## config.mk

```make
export PLATFORM = sky130hd
export DESIGN_NAME = price_window_buf_flat
export DESIGN_NICKNAME = d
export VERILOG_FILES = /design/src/rtl/price_win_pkg.sv /design/src/rtl/price_window_buf_if.sv /design/src/rtl/price_win_ram.sv /design/src/rtl/price_window_buf.sv /design/src/flat_wrapper.sv
export SDC_FILE = /design/constraint.sdc
export NUM_CORES = 1
export LEC_CHECK = 0
export CAP_MARGIN = 20
export CORE_UTILIZATION = 35
export CTS_CLUSTER_DIAMETER = 120
export DETAILED_ROUTE_END_ITERATION = 10
export SLEW_MARGIN = 25
export SYNTH_ARGS = -nofsm -noshare
export SYNTH_HDL_FRONTEND = slang
export SYNTH_SLANG_ARGS = --single-unit
```

## constraint.sdc

```tcl
create_clock -name clk -period 3.9 [get_ports clk]
set_clock_uncertainty 0.2 [all_clocks]
set_input_delay 0.78 -clock clk [delete_from_list [all_inputs] [get_ports clk]]
set_output_delay 0.78 -clock clk [all_outputs]
set_load 0.02 [all_outputs]
```

## src/rtl/price_win_pkg.sv

```systemverilog
// Shared constants and state encoding for the price-window buffer and the indicator blocks.
// Optional running-sum feature is enabled with PRICE_WIN_SUM_EN (see price_window_buf).
package price_win_pkg;

  localparam int unsigned CNT_W      = 5;
  localparam int unsigned DEF_DW     = 16;
  localparam int unsigned DEF_WINDOW = 14;

  localparam logic [1:0] IDLE = 2'd0;
  localparam logic [1:0] EMIT = 2'd1;
  localparam logic [1:0] WAIT = 2'd2;

  typedef enum logic [1:0] {
    StIdle = IDLE,
    StEmit = EMIT,
    StWait = WAIT
  } state_e;

endpackage

```

## src/rtl/price_window_buf_if.sv

```systemverilog
// Price-window interface between upstream source, buffer and indicator consumer.
// window_sum is present only when PRICE_WIN_SUM_EN is defined.
interface price_window_buf_if
  import price_win_pkg::*;
#(
  parameter int unsigned DW = DEF_DW
);
  logic             in_valid;
  logic [DW-1:0]    in_price;
  logic             in_ready;
  logic             flush;
  logic             consumer_done;
  logic             new_price_strobe;
  logic [DW-1:0]    new_price;
  logic [DW-1:0]    oldest_price;
  logic             mem_full;
  logic [CNT_W-1:0] mem_count;
`ifdef PRICE_WIN_SUM_EN
  logic [DW+4:0]    window_sum;
`endif

  // Upstream source plus indicator side
  modport master (
    output in_valid, in_price, flush, consumer_done,
    input  in_ready, new_price_strobe, new_price, oldest_price, mem_full, mem_count
`ifdef PRICE_WIN_SUM_EN
    , input window_sum
`endif
  );

  // The buffer itself
  modport slave (
    input  in_valid, in_price, flush, consumer_done,
    output in_ready, new_price_strobe, new_price, oldest_price, mem_full, mem_count
`ifdef PRICE_WIN_SUM_EN
    , output window_sum
`endif
  );

endinterface

```

## src/rtl/price_win_ram.sv

```systemverilog
// Window storage: DEPTH x DW register array, one write port and an asynchronous read
// at the same address, so the old word is visible at the write edge.
module price_win_ram #(
  parameter int unsigned DW    = 16,
  parameter int unsigned DEPTH = 14,
  parameter int unsigned AW    = 4
) (
  input  logic          clk,
  input  logic          we,
  input  logic [AW-1:0] addr,
  input  logic [DW-1:0] wdata,
  output logic [DW-1:0] rdata
);

  logic [DW-1:0] mem [DEPTH];

  always_ff @(posedge clk) begin
    if (we) begin
      mem[addr] <= wdata;
    end
  end

  assign rdata = mem[addr];

endmodule

```

## src/rtl/price_window_buf.sv

```systemverilog
// Circular price-window buffer: accepts samples, strobes new/evicted price to the indicators
// and holds off upstream until the consumer is done. PRICE_WIN_SUM_EN adds a running window_sum.
module price_window_buf
  import price_win_pkg::*;
#(
  parameter int unsigned DW           = DEF_DW,
  parameter int unsigned WINDOW       = DEF_WINDOW,
  parameter int unsigned DONE_TIMEOUT = 16
) (
  input logic               clk,
  input logic               rst,
  price_window_buf_if.slave bus
);

  localparam int unsigned AW = $clog2(WINDOW);

  state_e           state_q;
  logic [AW-1:0]    wr_ptr_q;
  logic [AW-1:0]    ptr_inc;
  logic [CNT_W-1:0] count_q;
  logic [CNT_W-1:0] count_inc;
  logic             full_q;
  logic             strobe_q;
  logic [DW-1:0]    new_q;
  logic [DW-1:0]    oldest_q;
  logic [7:0]       timer_q;
  logic [DW-1:0]    rd_data;
  logic             accept;

  // Flush has priority, so a sample presented with flush is never written
  assign accept = (state_q == StIdle) && bus.in_valid && !bus.flush;

  always_comb begin
    ptr_inc   = (wr_ptr_q == AW'(WINDOW - 1)) ? '0 : wr_ptr_q + 1'b1;
    count_inc = (count_q == CNT_W'(WINDOW)) ? count_q : count_q + 1'b1;
  end

  price_win_ram #(
    .DW    (DW),
    .DEPTH (WINDOW),
    .AW    (AW)
  ) u_ram (
    .clk   (clk),
    .we    (accept),
    .addr  (wr_ptr_q),
    .wdata (bus.in_price),
    .rdata (rd_data)
  );

  always_ff @(posedge clk or posedge rst) begin
    if (rst) begin
      state_q  <= StIdle;
      wr_ptr_q <= '0;
      count_q  <= '0;
      full_q   <= 1'b0;
      strobe_q <= 1'b0;
      new_q    <= '0;
      oldest_q <= '0;
      timer_q  <= '0;
    end else if (bus.flush) begin
      state_q  <= StIdle;
      wr_ptr_q <= '0;
      count_q  <= '0;
      full_q   <= 1'b0;
      strobe_q <= 1'b0;
      oldest_q <= '0;
      timer_q  <= '0;
    end else begin
      strobe_q <= 1'b0;
      unique case (state_q)
        StIdle: begin
          if (bus.in_valid) begin
            new_q    <= bus.in_price;
            oldest_q <= full_q ? rd_data : '0;
            wr_ptr_q <= ptr_inc;
            count_q  <= count_inc;
            full_q   <= (count_inc == CNT_W'(WINDOW));
            strobe_q <= 1'b1;
            state_q  <= StEmit;
          end
        end
        StEmit: begin
          // Only a full window makes the consumer do work worth waiting for
          if (!full_q || bus.consumer_done) begin
            state_q <= StIdle;
          end else begin
            state_q <= StWait;
            timer_q <= '0;
          end
        end
        StWait: begin
          if (bus.consumer_done || timer_q == 8'(DONE_TIMEOUT - 1)) begin
            state_q <= StIdle;
          end else begin
            timer_q <= timer_q + 8'd1;
          end
        end
        default: state_q <= StIdle;
      endcase
    end
  end

  assign bus.in_ready         = (state_q == StIdle);
  assign bus.new_price_strobe = strobe_q;
  assign bus.new_price        = new_q;
  assign bus.oldest_price     = oldest_q;
  assign bus.mem_full         = full_q;
  assign bus.mem_count        = count_q;

`ifdef PRICE_WIN_SUM_EN
  localparam int unsigned SW = DW + 5;

  logic [SW-1:0] sum_q;

  always_ff @(posedge clk or posedge rst) begin
    if (rst) begin
      sum_q <= '0;
    end else if (bus.flush) begin
      sum_q <= '0;
    end else if (accept) begin
      sum_q <= sum_q + SW'(bus.in_price) - (full_q ? SW'(rd_data) : '0);
    end
  end

  assign bus.window_sum = sum_q;
`endif

endmodule

```

## src/flat_wrapper.sv

```systemverilog
// flat-port wrapper written by rule: the top's interface ports become plain ports
module price_window_buf_flat import price_win_pkg::*;
#(
  parameter int unsigned DW           = DEF_DW,
  parameter int unsigned WINDOW       = DEF_WINDOW,
  parameter int unsigned DONE_TIMEOUT = 16
)
  (clk, rst, bus_in_valid, bus_in_price, bus_flush, bus_consumer_done, bus_in_ready, bus_new_price_strobe, bus_new_price, bus_oldest_price, bus_mem_full, bus_mem_count);
  price_window_buf_if #(.DW(DW)) bus_i ();
  input logic clk;
  input logic rst;
  input wire logic [$bits(bus_i.in_valid)-1:0] bus_in_valid;
  input wire logic [$bits(bus_i.in_price)-1:0] bus_in_price;
  input wire logic [$bits(bus_i.flush)-1:0] bus_flush;
  input wire logic [$bits(bus_i.consumer_done)-1:0] bus_consumer_done;
  output wire logic [$bits(bus_i.in_ready)-1:0] bus_in_ready;
  output wire logic [$bits(bus_i.new_price_strobe)-1:0] bus_new_price_strobe;
  output wire logic [$bits(bus_i.new_price)-1:0] bus_new_price;
  output wire logic [$bits(bus_i.oldest_price)-1:0] bus_oldest_price;
  output wire logic [$bits(bus_i.mem_full)-1:0] bus_mem_full;
  output wire logic [$bits(bus_i.mem_count)-1:0] bus_mem_count;
  assign bus_i.in_valid = bus_in_valid;
  assign bus_i.in_price = bus_in_price;
  assign bus_i.flush = bus_flush;
  assign bus_i.consumer_done = bus_consumer_done;
  assign bus_in_ready = bus_i.in_ready;
  assign bus_new_price_strobe = bus_i.new_price_strobe;
  assign bus_new_price = bus_i.new_price;
  assign bus_oldest_price = bus_i.oldest_price;
  assign bus_mem_full = bus_i.mem_full;
  assign bus_mem_count = bus_i.mem_count;
  price_window_buf #(.DW(DW), .WINDOW(WINDOW), .DONE_TIMEOUT(DONE_TIMEOUT)) u_core (.clk(clk), .rst(rst), .bus(bus_i));
endmodule
```

# After elaboration in Yosys (flattened, before gate mapping)
# Memories as Yosys holds them, arrays and structs flattened.
# Index checks and enable logic that the tools add are counted.
op_classes:
  add_sub_neg: 3
  n_mul: 0
  n_div: 0
  magnitude_cmp: 0
  n_eq_ne: 10
  n_shift: 0
  muxes: 29
  bitwise_logic: 1
  reduce_logical: 14
ops:
  columns: ["operator", "n"]
  rows:
  - ["16-bit two-way mux", 4]
  - ["8-bit two-way mux", 3]
  - ["5-bit two-way mux", 4]
  - ["4-bit two-way mux", 4]
  - ["8-bit one-hot mux with 2 select lines", 1]
  - ["5-bit by 4-bit == test with 1-bit output (second input constant)", 2]
  - ["3-bit inequality test (second input constant)", 3]
  - ["8-bit by 1-bit adder with 8-bit output (second input constant)", 1]
  - ["8-bit by 4-bit == test with 1-bit output (second input constant)", 1]
  - ["1-bit two-way mux", 8]
  - ["2-bit two-way mux", 4]
  - ["2-bit one-hot mux with 3 select lines", 1]
  - ["3-bit AND reduction", 2]
  - ["5-bit by 1-bit adder with 5-bit output (second input constant)", 1]
  - ["4-bit by 1-bit adder with 4-bit output (second input constant)", 1]
  - ["4-bit == test (second input constant)", 1]
  - ["2-bit AND reduction", 2]
  - ["2-bit nonzero test", 2]
  - ["3-bit by 2-bit inequality test with 1-bit output (second input constant)", 1]
  - ["3-bit nonzero test", 1]
  - ["2-bit by 1-bit == test with 1-bit output (second input constant)", 1]
  - ["2-bit == test (second input constant)", 1]
  - ["1-bit logical AND", 2]
  - ["1-bit zero test", 2]
  - ["3 further kinds", 4]
totals:
  regBits: 53
  latchBits: 0
  ramBits: 224
  rom_bits: 0
  in_bits: 21
  out_inout_bits: 40
  wordCells: 66
  n_memories: 1
mem_list:
  columns: ["memory", "depth", "word_bits", "rd", "rd_clocked_by_memory_dff", "write_ports", "line", "source"]
  rows:
  - ["u_core.u_ram.mem", 14, 16, 1, 0, 1, "price_win_ram.sv:15", "logic [DW-1:0] mem [DEPTH];"]

# Depth between registers and ports, before layout
# Gate-level depths: netlist (run 1).
depth:
  word_depth: 6
  mapped_depth: 7
  ltp_nobuf: 6

# By module
# From an unflattened synthesis (run 1), not the netlist that was laid out.
hier_totals:
  cells_unflattened: 580
  hier_area_um2: 11120.7
by_module_without_submodules:
  columns: ["mod", "n_inst", "cells_each", "area_each_um2", "seq_area_each_um2"]
  rows:
  - ["price_win_ram", 1, 381, 8732.1, 6726.5]
  - ["price_window_buf", 1, 199, 2388.5, 1326.3]

# Worst setup path before layout (run 1)
# No wires, ideal clock.
synth_path:
  path_kind: "input-to-reg"
  start: "input bus_flush"
  end: "memory u_core.u_ram.mem[12][0], enable pin"
  setup_time_ns: 0.430
  arrival_time_ns: 2.937
  required_time_ns: 3.270
  setup_slack_ns: 0.333
  path_stages: 4
  path_buffers: 2
  cell_sequence: "clkbuf_2 > nand2b_1 > clkbuf_1 > nor4_1"
synth_via:
  elab_chain_cells: 4
synth_lines:
  columns: ["element", "line", "source"]
  rows:
  - ["start: declaration", "flat_wrapper.sv:14", "input wire logic [$bits(bus_i.flush)-1:0] bus_flush;"]
  - ["1-bit zero test", "price_window_buf.sv:31", "assign accept = (state_q == StIdle) && bus.in_valid && !bus.flush;"]
  - ["1-bit logical AND", "price_window_buf.sv:31", null]
  - ["1-bit two-way mux", "price_win_ram.sv:18", "if (we) begin"]
  - ["1-bit two-way mux (implied by the code)", "price_win_ram.sv:19", "mem[addr] <= wdata;"]
  - ["end: declaration", "price_win_ram.sv:15", null]
# Every way passes these cells.

# Final worst setup path (run 1)
layout_path:
  start: "input bus_in_valid"
  end: "memory u_core.u_ram.mem[3][11], enable pin"
layout_via:
  elab_chain_cells: 4
layout_lines:
  columns: ["element", "line", "source"]
  rows:
  - ["start: declaration", "flat_wrapper.sv:12", "input wire logic [$bits(bus_i.in_valid)-1:0] bus_in_valid;"]
  - ["1-bit logical AND (2 in series)", "price_window_buf.sv:31", null]
  - ["1-bit two-way mux", "price_win_ram.sv:18", null]
  - ["1-bit two-way mux (implied by the code)", "price_win_ram.sv:19", null]
# Every way passes these cells.

==> flow_metrics.py, run 1 <==
metrics = {
    "timing": {
        "finalHoldViolCount": 0,
        "fmax_mhz": 353,
        "tightest_slew_ns": 0.761,
        "timing.final.crit_share": 0.727,
        "slew_headroom": 0.493,
        "post-route-min-period_ns": 2.83,
        "rsz0062_at_grt": "false",
        "setup_tns_ns": 0,
        "setup_viol_count_final": 0,
        "slew_violations": 0,
    },
    "route": {
        "drt-initial-drc-count": 500,
        "num_vias": 5848,
        "routed_wirelength_um": 24100,
        "routed_via_density": 5.17,
        "detail_route.wl_per_cell_um": 21.3,
        "ant_nets": 0,
        "drc": 0,
        "first_pass_iters": 7,
    },
    "setup_path": {
        "end_kind": "flip-flop",
        "cp_slowest_cell": "nor2_1",
        "cpPeakStageDelay_ns": 0.51,
        "cp_max_fo": 11,
        "cp.required_ns": 3.93,
        "cp-start-kind": "primary input",
        "worstPathArrival_ns": 2.86,
        "path_class": "primary input to flip-flop",
        "critical_path.top_delay_family": "simple AND/OR/NAND/NOR gates",
        "path_buf_inv": 2,
        "path_cells": "clkdlybuf4s50_1 -> nor3b_2 -> nand2b_1 -> or3_1 -> nor2_1 -> buf_4",
    },
    "global_routing": {
        "grtUsageTotal": 0.154,
        "grt.overflow.total": 0,
        "grt_pass1_vias": 6040,
        "grt_max_degree": 52,
        "grt_pass1_wl_um": 36600,
        "antenna_found_initial": 0,
    },
    "clock_network": {
        "insertion_delay_ns": 0.55,
        "cts_buffers": 27,
        "clk_path_buf_depth": 3,
        "h-tree-depth": 1,
        "cts_resized": 0,
        "cts_hold_buf": 0,
        "cts.sinks": 277,
        "root_buffer": "clkbuf_16",
        "post_cts_buffers": 0,
        "clkTransAtPathRegs_ns": 0.07,
        "tritoncts": "done",
    },
    "finish": {
        "diodes": 0,
        "syn2layout_area_growth_pct": 19.3,
        "layout-drive-gt1-share": 0.197,
        "design_area_um2": 13100,
        "final_nets": 739,
        "final_common_cell": "edfxtp_1",
        "layout_common_cells": "edfxtp_1, clkdlybuf4s50_1, nand2_1, nor2_1, dfrtp_1",
    },
    "floorplanning": {
        "io-pin-count": 61,
        "die_area_um2": 32000,
        "coreArea_um2": 30700,
        "die_h_um": 179,
        "start_util": 0.357,
        "rows": 64,
        "die_x_um": 179,
    },
    "logic_synthesis": {
        "synthCells": 621,
        "yosysSeqAreaShare": 0.735,
        "syn_area_um2": 11000,
        "synth-edff-count": 224,
        "yosys_warnings": 0,
        "synthFlopType": "edfxtp_1",
        "synth_seq_cells": 277,
        "synth_nets": 645,
        "synthArstFlopShare": 0.191,
        "postSynthAreaPerCell_um2": 17.6,
        "synth_cell_types": 55,
    },
    "pwr": {
        "powerDensity_nw_per_um2": 488,
        "ir_drop_mv": 0.380,
        "leakagePower_nw": 4.58,
        "pwr-share-comb": 0.074,
        "p_clk_frac": 0.410,
        "p_int_mw": 4.98,
        "switching_share": 0.219,
        "power_frac_seq": 0.516,
        "p_switching_mw": 1.40,
    },
    "outcome": {
        "outcome": "completed",
    },
    "place": {
        "io_buffers": 60,
        "placed_area_um2": 12100,
        "place_congestion": 0.813,
        "dp_hpwl_um": 16100,
    },
    "min_path": {
        "hp-class": "flip-flop to flip-flop",
    },
    "flow_run": {
        "cap_violations": 0,
    },
}
flip-flops by register name, indices dropped and copies added, names as in the netlist:
register                     count
u_core.u_ram.mem               224
u_core.bus.new_price            16
u_core.bus.oldest_price         16
u_core.timer_q                   8
u_core.bus.mem_count             5
u_core.wr_ptr_q                  4
u_core.state_q                   2
u_core.bus.mem_full              1
u_core.bus.new_price_strobe      1
path summary, 6_finish.rpt:
check / startpoint / cells past startpoint / to / slack, ns
worst max register to register: u_core.state_q[0] / 5 / u_core.u_ram.mem[3][11] / 1.28
worst min-delay path: u_core.bus.new_price[12] / 2 / u_core.bus.new_price[12] / 0.27
worst max-delay path: bus_in_valid / 6 / u_core.u_ram.mem[3][11] / 1.07
min in group asynchronous: rst / 2 / u_core.bus.new_price[6] / 0.48
worst min register to register: u_core.bus.new_price[12] / 2 / u_core.bus.new_price[12] / 0.27
max in group asynchronous: rst / 3 / u_core.bus.new_price[13] / 2.31
worst reg2reg max path: stages, from the launching register on:
cell	delay, ns
dfrtp_1	0.43
nor3b_2	0.24
nand2b_1	0.15
or3_1	0.47
nor2_1	0.51
buf_4	0.32
power groups by stage:
stage               registers, mW  logic (mW)  clock network, mW
floorplan                    3.37       0.262                  0
global placement             3.38       0.441                  0
detailed placement           3.38       0.448                  0
CTS                          3.32       0.449               2.67
global route                 3.30       0.513               2.78
finish                       3.29       0.474               2.61
layout make-up:
cell class	instances	area [um^2]
inverter	10	37.5
timing repair buffer	99	913
fill	2672	17600
tap	396	495
clock inverter	15	170
sequential	277	8060
multi-input combinational	300	2670
clock buffer	35	726
synth_stat cells, drive strengths merged (2+ instances only):
| cell type | count | share of area |
|---|---|---|
| and3 | 2 | 0.0011 |
| nand3 | 6 | 0.0027 |
| nand3b | 3 | 0.0021 |
| dfrtp | 53 | 0.12 |
| mux2 | 3 | 0.0031 |
| o21ai | 5 | 0.0033 |
| nor2 | 52 | 0.018 |
| nor3 | 6 | 0.0027 |
| a211o | 15 | 0.012 |
| a22o | 2 | 0.0016 |
| nor4 | 2 | 0.0011 |
| edfxtp | 224 | 0.61 |
| and2 | 2 | 0.0011 |
| or3 | 3 | 0.0017 |
| ha | 3 | 0.0034 |
| nor3b | 3 | 0.0030 |
| buf | 25 | 0.017 |
| nand4 | 4 | 0.0023 |
| a21oi | 8 | 0.0037 |
| o22ai | 3 | 0.0017 |
| xnor2 | 2 | 0.0016 |
| clkbuf | 9 | 0.0032 |
| nand2b | 4 | 0.0023 |
| mux4 | 47 | 0.097 |
| xor2 | 2 | 0.0016 |
| inv | 10 | 0.0034 |
| a211oi | 17 | 0.012 |
| nand2 | 57 | 0.020 |
| a31oi | 2 | 0.0011 |
| mux2i | 33 | 0.030 |
metal layers:
metal	vias up	track usage	wire, um
met4	0	0.0413	454
met5	-	0	0
met2	168	0.249	11500
li1	2616	-	-
met3	31	0.0252	1300
met1	3033	0.215	10900
cell families (layout without fill, tap and decap cells):
group,Yosys count,count (layout),synth area share
flops,277,277,0.735
simple gates,149,149,0.0617
mux,83,83,0.131
compound gates,61,61,0.0422
buf+inv,44,159,0.0236
xor+xnor,4,4,0.00320
fa+ha+maj,3,3,0.00343
stage by stage:
stage / utilization / hold WS, ns / total power, mW / instances / worst slack [ns]
floorplan: - / 0.310 / 3.63 / 621 / 0.333
global placement: 0.396 / 0.260 / 3.82 / 1081 / 0.613
global route: 0.426 / 0.317 / 6.59 / 1132 / 0.961
CTS: 0.425 / 0.278 / 6.43 / 1131 / 1.07
finish: 0.426 / 0.273 / 6.38 / 1132 / 1.07
detailed placement: 0.396 / 0.261 / 3.83 / 1081 / 0.532
Power figures use the tool's default switching activity.
==> run 2, diff against run 1 <==
- clock period: 3.9 -> 2.6 ns (I/O delays scaled with it)
==> run 2 against run 1 <==
Wire length up 1.5%. Largest cell class unchanged. Non-clock buffer count increased by 18. Combinational power up 57%. Die area stayed put. Largest power group unchanged. Final area increased by 1.7%. Sequential share of layout area decreased by 1.0 points. Flip-flop and latch count stayed put. Clock power up 50%. Total power is 50% higher.
==> flow_metrics.py, run 2 (synthesized netlist as in run 1, its figures left out) <==
metrics = {
    "route": {
        "routed_wirelength_um": 24400,
        "drc": 0,
        "routed_via_density": 5.14,
        "ant_nets": 0,
        "num_vias": 5918,
        "detail_route.wl_per_cell_um": 21.2,
        "first_pass_iters": 5,
        "drt-initial-drc-count": 481,
    },
    "clock_network": {
        "h-tree-depth": 1,
        "cts.sinks": 277,
        "clkTransAtPathRegs_ns": 0.06,
        "post_cts_buffers": 0,
        "root_buffer": "clkbuf_16",
        "cts_buffers": 29,
        "clk_path_buf_depth": 3,
        "cts_resized": 0,
        "insertion_delay_ns": 0.54,
        "cts_hold_buf": 0,
        "tritoncts": "done",
    },
    "timing": {
        "finalHoldViolCount": 0,
        "rsz0062_at_grt": "false",
        "tightest_slew_ns": 0.771,
        "slew_headroom": 0.484,
        "setup_viol_count_final": 0,
        "timing.final.crit_share": 0.949,
        "fin_hold_ws_ns": 0.168,
        "slew_violations": 0,
        "fmax_mhz": 405,
        "post-route-min-period_ns": 2.47,
    },
    "setup_path": {
        "cp.required_ns": 1.88,
        "critical_path.top_delay_family": "buffers and inverters",
        "path_cells": "clkdlybuf4s50_1",
        "cp-start-kind": "flip-flop",
        "worstPathArrival_ns": 1.75,
        "cp_max_fo": 6,
        "cpPeakStageDelay_ns": 0.67,
        "path_buf_inv": 1,
        "startpoint": "u_core.bus.mem_full",
        "r2r-start": "u_core.wr_ptr_q[0]",
        "path_class": "flip-flop to output port",
        "path_depth": 1,
        "reg2reg_depth": 5,
        "end_kind": "output port",
        "cp_slowest_cell": "clkdlybuf4s50_1",
    },
    "place": {
        "place_congestion": 0.829,
        "io_buffers": 60,
        "dp_hpwl_um": 17000,
        "dp.cells": 1100,
    },
    "pwr": {
        "leakagePower_nw": 4.69,
        "powerDensity_nw_per_um2": 722,
        "ir_drop_mv": 0.469,
    },
    "finish": {
        "largest_register_ffs": 224,
        "top_register": "u_core.u_ram.mem",
        "layout_common_cells": "edfxtp_1, clkdlybuf4s50_1, nand2_1, nor2_1, buf_4",
        "final_common_cell": "edfxtp_1",
        "layout-drive-gt1-share": 0.214,
        "utilization": 0.433,
        "final_nets": 759,
        "stdcell_count": 1152,
        "syn2layout_area_growth_pct": 21.3,
        "diodes": 0,
    },
    "global_routing": {
        "grt_max_degree": 37,
        "grtUsageTotal": 0.157,
        "grt.overflow.total": 0,
        "antenna_found_initial": 1,
        "grt_pass1_wl_um": 37200,
        "grt_pass1_vias": 6179,
    },
    "floorplanning": {
        "rows": 64,
        "start_util": 0.357,
        "coreArea_um2": 30700,
        "io-pin-count": 61,
        "die_area_um2": 32000,
        "die_x_um": 179,
        "die_h_um": 179,
    },
    "flow_run": {
        "cap_violations": 0,
    },
    "outcome": {
        "outcome": "completed",
    },
    "min_path": {
        "hp-class": "primary input to asynchronous set/reset pin",
    },
}
-- run 2: cell count changes in the layout (fill, tap and decap cells not counted) --
cell	change
buf_4	+13
buf_12	+6
clkinv_1	+4
clkbuf_16	+2
clkbuf_8	-2
buf_16	-1
clkbuf_1	-1
clkinv_2	-1
inv_16	-1
inv_6	+1
nor4_2	-1
nor4_4	+1
-- run 2: worst paths after layout --
| kind | endpoint | slack, ns |
|---|---|---|
| min in group clk | u_core.bus.new_price[8] | 0.28 |
| max in group asynchronous | u_core.bus.oldest_price[15] | 1.45 |
| min | u_core.bus.new_price[13] | 0.17 |
| min reg2reg | u_core.bus.new_price[8] | 0.28 |
| max reg2reg | u_core.bus.oldest_price[3] | 0.24 |
| max | bus_mem_full | 0.13 |
-- run 2: cell type report --
type | count | area, um^2
timing repair buffer | 117 | 1100
tap | 396 | 495
clock buffer | 34 | 744
fill | 2654 | 17400
inverter | 10 | 37.5
multi-input combinational | 300 | 2680
clock inverter | 18 | 169
sequential | 277 | 8060
-- run 2: through the flow --
stage | TNS [ns] | power, mW | setup WS (ns) | cell area, um^2
after floorplan | 0 | 5.45 | 0.0386 | 11000
final | 0 | 9.59 | 0.133 | 13300
after CTS | 0 | 9.69 | 0.106 | 13300
after detailed placement | -3.92 | 5.78 | -0.130 | 12400
after global placement | -4.55 | 5.76 | -0.126 | 12400
after global routing | 0 | 9.90 | 0.0857 | 13300
-- run 2: where the power goes --
group,switching (mW),internal (mW)
Sequential,0.0562,4.87
Combinational,0.410,0.336
Clock,1.59,2.33
Total,2.05,7.54
-- run 2: routing by layer --
layer,track usage,vias to the layer above,share of wire
met5,0,-,0
met4,0.0420,0,0.019
met3,0.0248,38,0.052
met2,0.249,165,0.47
met1,0.225,3066,0.46
li1,-,2649,-
==> run 3, diff against run 2 <==
- CORE_ASPECT_RATIO: default -> 0.7
- GPL_ROUTABILITY_DRIVEN: default -> 0
- SKIP_CTS_REPAIR_TIMING: default -> 1
==> run 3 against run 2 <==
Largest power group unchanged. Setup slack gained 0.031 ns. Critical path depth did not move. Non-clock buffer count fell by 12. Wire length shrank 1.4%. Clock power grew 2%. Clock-buffer cell count up 5. Sequential share of layout area grew 0.24 points. Final cell count stayed put. Maximum frequency up 1.3%. Sequential power about the same. Final area is 0.40% lower. Flip-flop and latch count did not move.
==> flow_metrics.py, run 3 (synthesized netlist as in run 1, its figures left out) <==
metrics = {
    "setup_path": {
        "worstPathArrival_ns": 1.72,
        "cp_slowest_cell": "clkdlybuf4s50_1",
        "path_buf_inv": 1,
        "r2r-end": "u_core.bus.oldest_price[11]",
        "end_kind": "output port",
        "cp_max_fo": 6,
        "cp-start-kind": "flip-flop",
        "r2r-start": "u_core.wr_ptr_q[0]",
        "cpPeakStageDelay_ns": 0.67,
        "cp.required_ns": 1.88,
        "critical_path.top_delay_family": "buffers and inverters",
        "r2r_slack_ns": 0.28,
        "path_class": "flip-flop to output port",
        "reg2reg_depth": 5,
        "path_cells": "clkdlybuf4s50_1",
    },
    "outcome": {
        "outcome": "completed",
    },
    "route": {
        "first_pass_iters": 5,
        "routed_wirelength_um": 24100,
        "drc": 0,
        "routed_via_density": 5.11,
        "num_vias": 5881,
        "drt-initial-drc-count": 560,
        "detail_route.wl_per_cell_um": 20.9,
        "ant_nets": 0,
    },
    "timing": {
        "setup_viol_count_final": 0,
        "timing.final.crit_share": 0.937,
        "slew_headroom": 0.522,
        "tightest_slew_ns": 0.714,
        "fmax_mhz": 411,
        "fin_ws_ns": 0.165,
        "setup_tns_ns": 0,
        "slew_violations": 0,
        "post-route-min-period_ns": 2.44,
        "finalHoldViolCount": 0,
        "rsz0062_at_grt": "false",
    },
    "place": {
        "dp.cells": 1104,
        "placed_area_um2": 12300,
        "pre_cts_slack_ns": -0.0648,
        "dp_hpwl_um": 16000,
        "io_buffers": 60,
    },
    "finish": {
        "syn2layout_area_growth_pct": 20.8,
        "layout_common_cells": "edfxtp_1, clkdlybuf4s50_1, nand2_1, nor2_1, dfrtp_1",
        "final_nets": 744,
        "top_register": "u_core.u_ram.mem",
        "stdcell_count": 1152,
        "diodes": 0,
        "layout-drive-gt1-share": 0.199,
        "design_area_um2": 13200,
        "final_common_cell": "edfxtp_1",
        "multiInputGateArea_um2": 2680,
        "largest_register_ffs": 224,
        "seqCellArea_um2": 8060,
        "n_fill_cell": 2681,
    },
    "floorplanning": {
        "coreArea_um2": 30400,
        "start_util": 0.361,
        "die_area_um2": 32000,
        "rows": 53,
        "die_h_um": 150,
        "die_x_um": 213,
        "io-pin-count": 61,
    },
    "pwr": {
        "leakagePower_nw": 4.64,
        "powerDensity_nw_per_um2": 730,
        "power_mw": 9.66,
        "ir_drop_mv": 0.356,
    },
    "clock_network": {
        "cts.sinks": 277,
        "h-tree-depth": 1,
        "cts_buffers": 26,
        "clkTransAtPathRegs_ns": 0.06,
        "tritoncts": "done",
        "clk_path_buf_depth": 3,
        "root_buffer": "clkbuf_16",
        "insertion_delay_ns": 0.55,
    },
    "global_routing": {
        "grt_pass1_wl_um": 37100,
        "grt_max_degree": 54,
        "antenna_found_initial": 0,
        "grtUsageTotal": 0.156,
        "grt.overflow.total": 0,
        "grt_pass1_vias": 6175,
    },
    "flow_run": {
        "cap_violations": 0,
    },
    "min_path": {
        "hp-class": "primary input to asynchronous set/reset pin",
    },
}
## run 3: how the worst max path moves through the flow
stage | endpoint | cells after the start | slack [ns] | from
floorplan | u_core.u_ram.mem[5][0] | 6 | 0.04 | bus_flush
global placement | u_core.u_ram.mem[1][4] | 6 | -0.04 | bus_in_valid
detailed placement | u_core.u_ram.mem[1][2] | 6 | -0.06 | bus_in_valid
CTS | bus_in_ready | 2 | 0.15 | u_core.state_q[0]
global route | bus_mem_count[2] | 1 | 0.11 | u_core.bus.mem_count[2]
finish | bus_mem_full | 1 | 0.16 | u_core.bus.mem_full
## run 3: power by group
| part | leakage (nW) | total, mW | internal (mW) | switching [mW] |
|---|---|---|---|---|
| Combinational | 1.47 | 0.729 | 0.331 | 0.398 |
| Sequential | 2.72 | 4.93 | 4.87 | 0.0535 |
| Clock | 0.444 | 4.01 | 2.42 | 1.59 |
## run 3: final cells by class
cell class | instances | area share
sequential | 277 | 0.609
multi-input combinational | 300 | 0.202
timing repair buffer | 105 | 0.0785
clock buffer | 39 | 0.0576
tap | 412 | 0.0390
clock inverter | 9 | 0.0109
inverter | 10 | 0.00284
## run 3: layer usage
layer / global-route usage / up-vias / share of wire
met2: 0.243 / 181 / 0.46
met5: 0 / - / 0
met4: 0.0350 / 0 / 0.017
met1: 0.227 / 3044 / 0.48
li1: - / 2627 / -
met3: 0.0283 / 29 / 0.051
## run 3: stage by stage
stage / hold slack, ns / utilization
final: 0.135 / 0.436
after global routing: 0.192 / 0.436
after CTS: 0.142 / 0.436
after detailed placement: 0.271 / 0.406
after global placement: 0.270 / 0.406
after floorplan: 0.310 / -
## run 3: worst register-to-register path: stages (launching register included)
cell      delay (ns)
dfrtp_4         0.58
buf_4           0.33
mux4_2          0.56
nor2_1          0.17
a211oi_1        0.08
a211o_1         0.29
==> variant (config.mk and constraints of run 2) <==
Compare `count_q` against `CNT_W'(WINDOW)` with >= in place of ==.
--- a/src/rtl/price_window_buf.sv
+++ b/src/rtl/price_window_buf.sv
@@ -32,7 +32,7 @@
 
   always_comb begin
     ptr_inc   = (wr_ptr_q == AW'(WINDOW - 1)) ? '0 : wr_ptr_q + 1'b1;
-    count_inc = (count_q == CNT_W'(WINDOW)) ? count_q : count_q + 1'b1;
+    count_inc = (count_q >= CNT_W'(WINDOW)) ? count_q : count_q + 1'b1;
   end
 
   price_win_ram #(
Function: same outputs for any inputs over 10 cycles, from zero or initial values and one cycle with rst high; that may be too few to reach the edited logic, so the function may still have changed.
==> variant against run 2 <==
- area after synthesis shrank 0.33%
- setup slack gained 0.038 ns
- via count shrank 2.9%
- synthesized cell count shrank 7.7%
- sequential cell count is the same
- non-clock buffer count shrank 4
- power shrank 0.52%
- cell area grew 0.51%
- routed wire length grew 1.5%
- critical endpoint unchanged
- largest cell class unchanged
==> variant: results (changes against run 2) <==
Cell Area, Placed 12,400 µm² (+0.43%); crit-path max cell delay 0.66 ns; initial antenna violation count 0 (-1); Total Wirelength 24,800 µm (+1.5%); Syn Area/Cell 19.0 µm² (+8.0%); number of global-route vias before repair 6,035 (-2.3%); commonest cells in the synthesized netlist 224 x edfxtp_1, 53 x dfrtp_1, 44 x mux4_2, 37 x mux2_2, 29 x nor2_1; DR WL/cell 22.5 µm (+6.2%); Max-slew headroom 49.7% (+1.3 points); Via Count 5,744 (-2.9%); worst vdd ir 0.351 mV (-25%); Crit Path Max Fanout 7 (+1); syn nets 597 (-7.4%); synth unique cells 59 (+7.3%); share of layout cells above drive strength 1 27.2% (+5.8 points); CP Data Arrival Time 1.71 ns (-0.04 ns); post-DP HPWL 16,100 µm (-5.2%); top cells by area, synth edfxtp_1 62%, dfrtp_1 12%, mux4_2 9.1%, mux2_2 3.8%, a22o_1 1.4%; fillers 2,616 (-1.4%); first drt pass iteration count 4 (-1); Post-Place Cells 1,049 (-4.6%); largest net degree at the start of global routing 54 (+46%); first-pass GRT wire length 37,100 µm (about the same); clock latency on the worst-skew pair 0.54 ns (about the same); number of nets in the layout 707 (-6.9%); Setup WS pre-CTS -0.130 ns (-0.000737 ns); Routability Congestion 0.801 (-3.4%); status complete, no violations; leakage 0.00452 µW (-3.6%); Iteration-0 DRC Markers 317 (-34%); CTS buffer count 28 (-3.4%); Seq/Total Area, Yosys 73.8% (+0.24 points); GRT Total Usage 15.9% (+0.15 points)
## variant: cell count changes after synthesis, sizes merged, moves of 10 or more
cell,delta
nand2,-49
mux2,+45
mux2i,-31
nor2,-22
a22o,+15
a211o,-14
a211oi,-14
a221o,+14
nor2b,+10
## variant: final timing paths
path	slack (ns)	cells past startpoint	endpoint	from
max	0.17	1	bus_mem_full	u_core.bus.mem_full$_DFFE_PP0P_
min	0.15	3	u_core.timer_q[5]$_DFFE_PP0P_	rst
max reg2reg	0.19	4	u_core.bus.oldest_price[0]$_DFFE_PP0P_	u_core.wr_ptr_q[1]$_DFFE_PP0P_
min reg2reg	0.31	1	u_core.bus.new_price[9]$_DFFE_PP0P_	u_core.bus.new_price[9]$_DFFE_PP0P_
max in group asynchronous	1.72	3	u_core.bus.new_price[6]$_DFFE_PP0P_	rst
min in group clk	0.31	1	u_core.bus.new_price[9]$_DFFE_PP0P_	u_core.bus.new_price[9]$_DFFE_PP0P_
## variant: final cells by class
cell class                 instances  area [µm²]  share of cell area (%)
sequential                       277        8060                    60.4
inverter                           4        15.0                   0.112
tap                              396         495                    3.71
clock inverter                     5        50.0                   0.375
clock buffer                      47         873                    6.54
multi-input combinational        259        2740                    20.5
timing repair buffer             113        1110                    8.34
## variant: report_power, final
group | switching (µW) | internal (µW) | total (µW) | leakage, µW
Clock | 1590 | 2370 | 3960 | 0.000456
Sequential | 69.3 | 4880 | 4950 | 0.00271
Combinational | 326 | 314 | 639 | 0.00135
Total | 1980 | 7560 | 9540 | 0.00452
## variant: repair_timing
item	in CTS	in global routing
hold buffers	0	0
hold endpoints to repair	0	0
resized for setup	0	2
setup endpoints to repair	0	9
## variant: routing by layer
metal	track usage, %	vias up	wire length [µm]
li1	-	2554	-
met1	21.3	3022	10800
met2	27.0	132	12500
met3	2.13	36	977
met4	4.48	0	521
met5	0	-	0
## variant: cell families after synthesis
logic type,share of synthesized area (%)
buffers and inverters,1.58
adders and majority gates,0.344
and+or+nand+nor,4.56
DFF,73.8
muxes,14.2
AOI/OAI and AO/OA,5.12
xor gates and xnor gates,0.401
## variant: per-stage QoR
| step | total power [µW] | setup TNS, ns |
|---|---|---|
| floorplan | 5360 | -18.45 |
| global placement | 5670 | -3.93 |
| detailed placement | 5690 | -2.36 |
| CTS | 9650 | 0 |
| global route | 9860 | 0 |
| finish | 9540 | 0 |
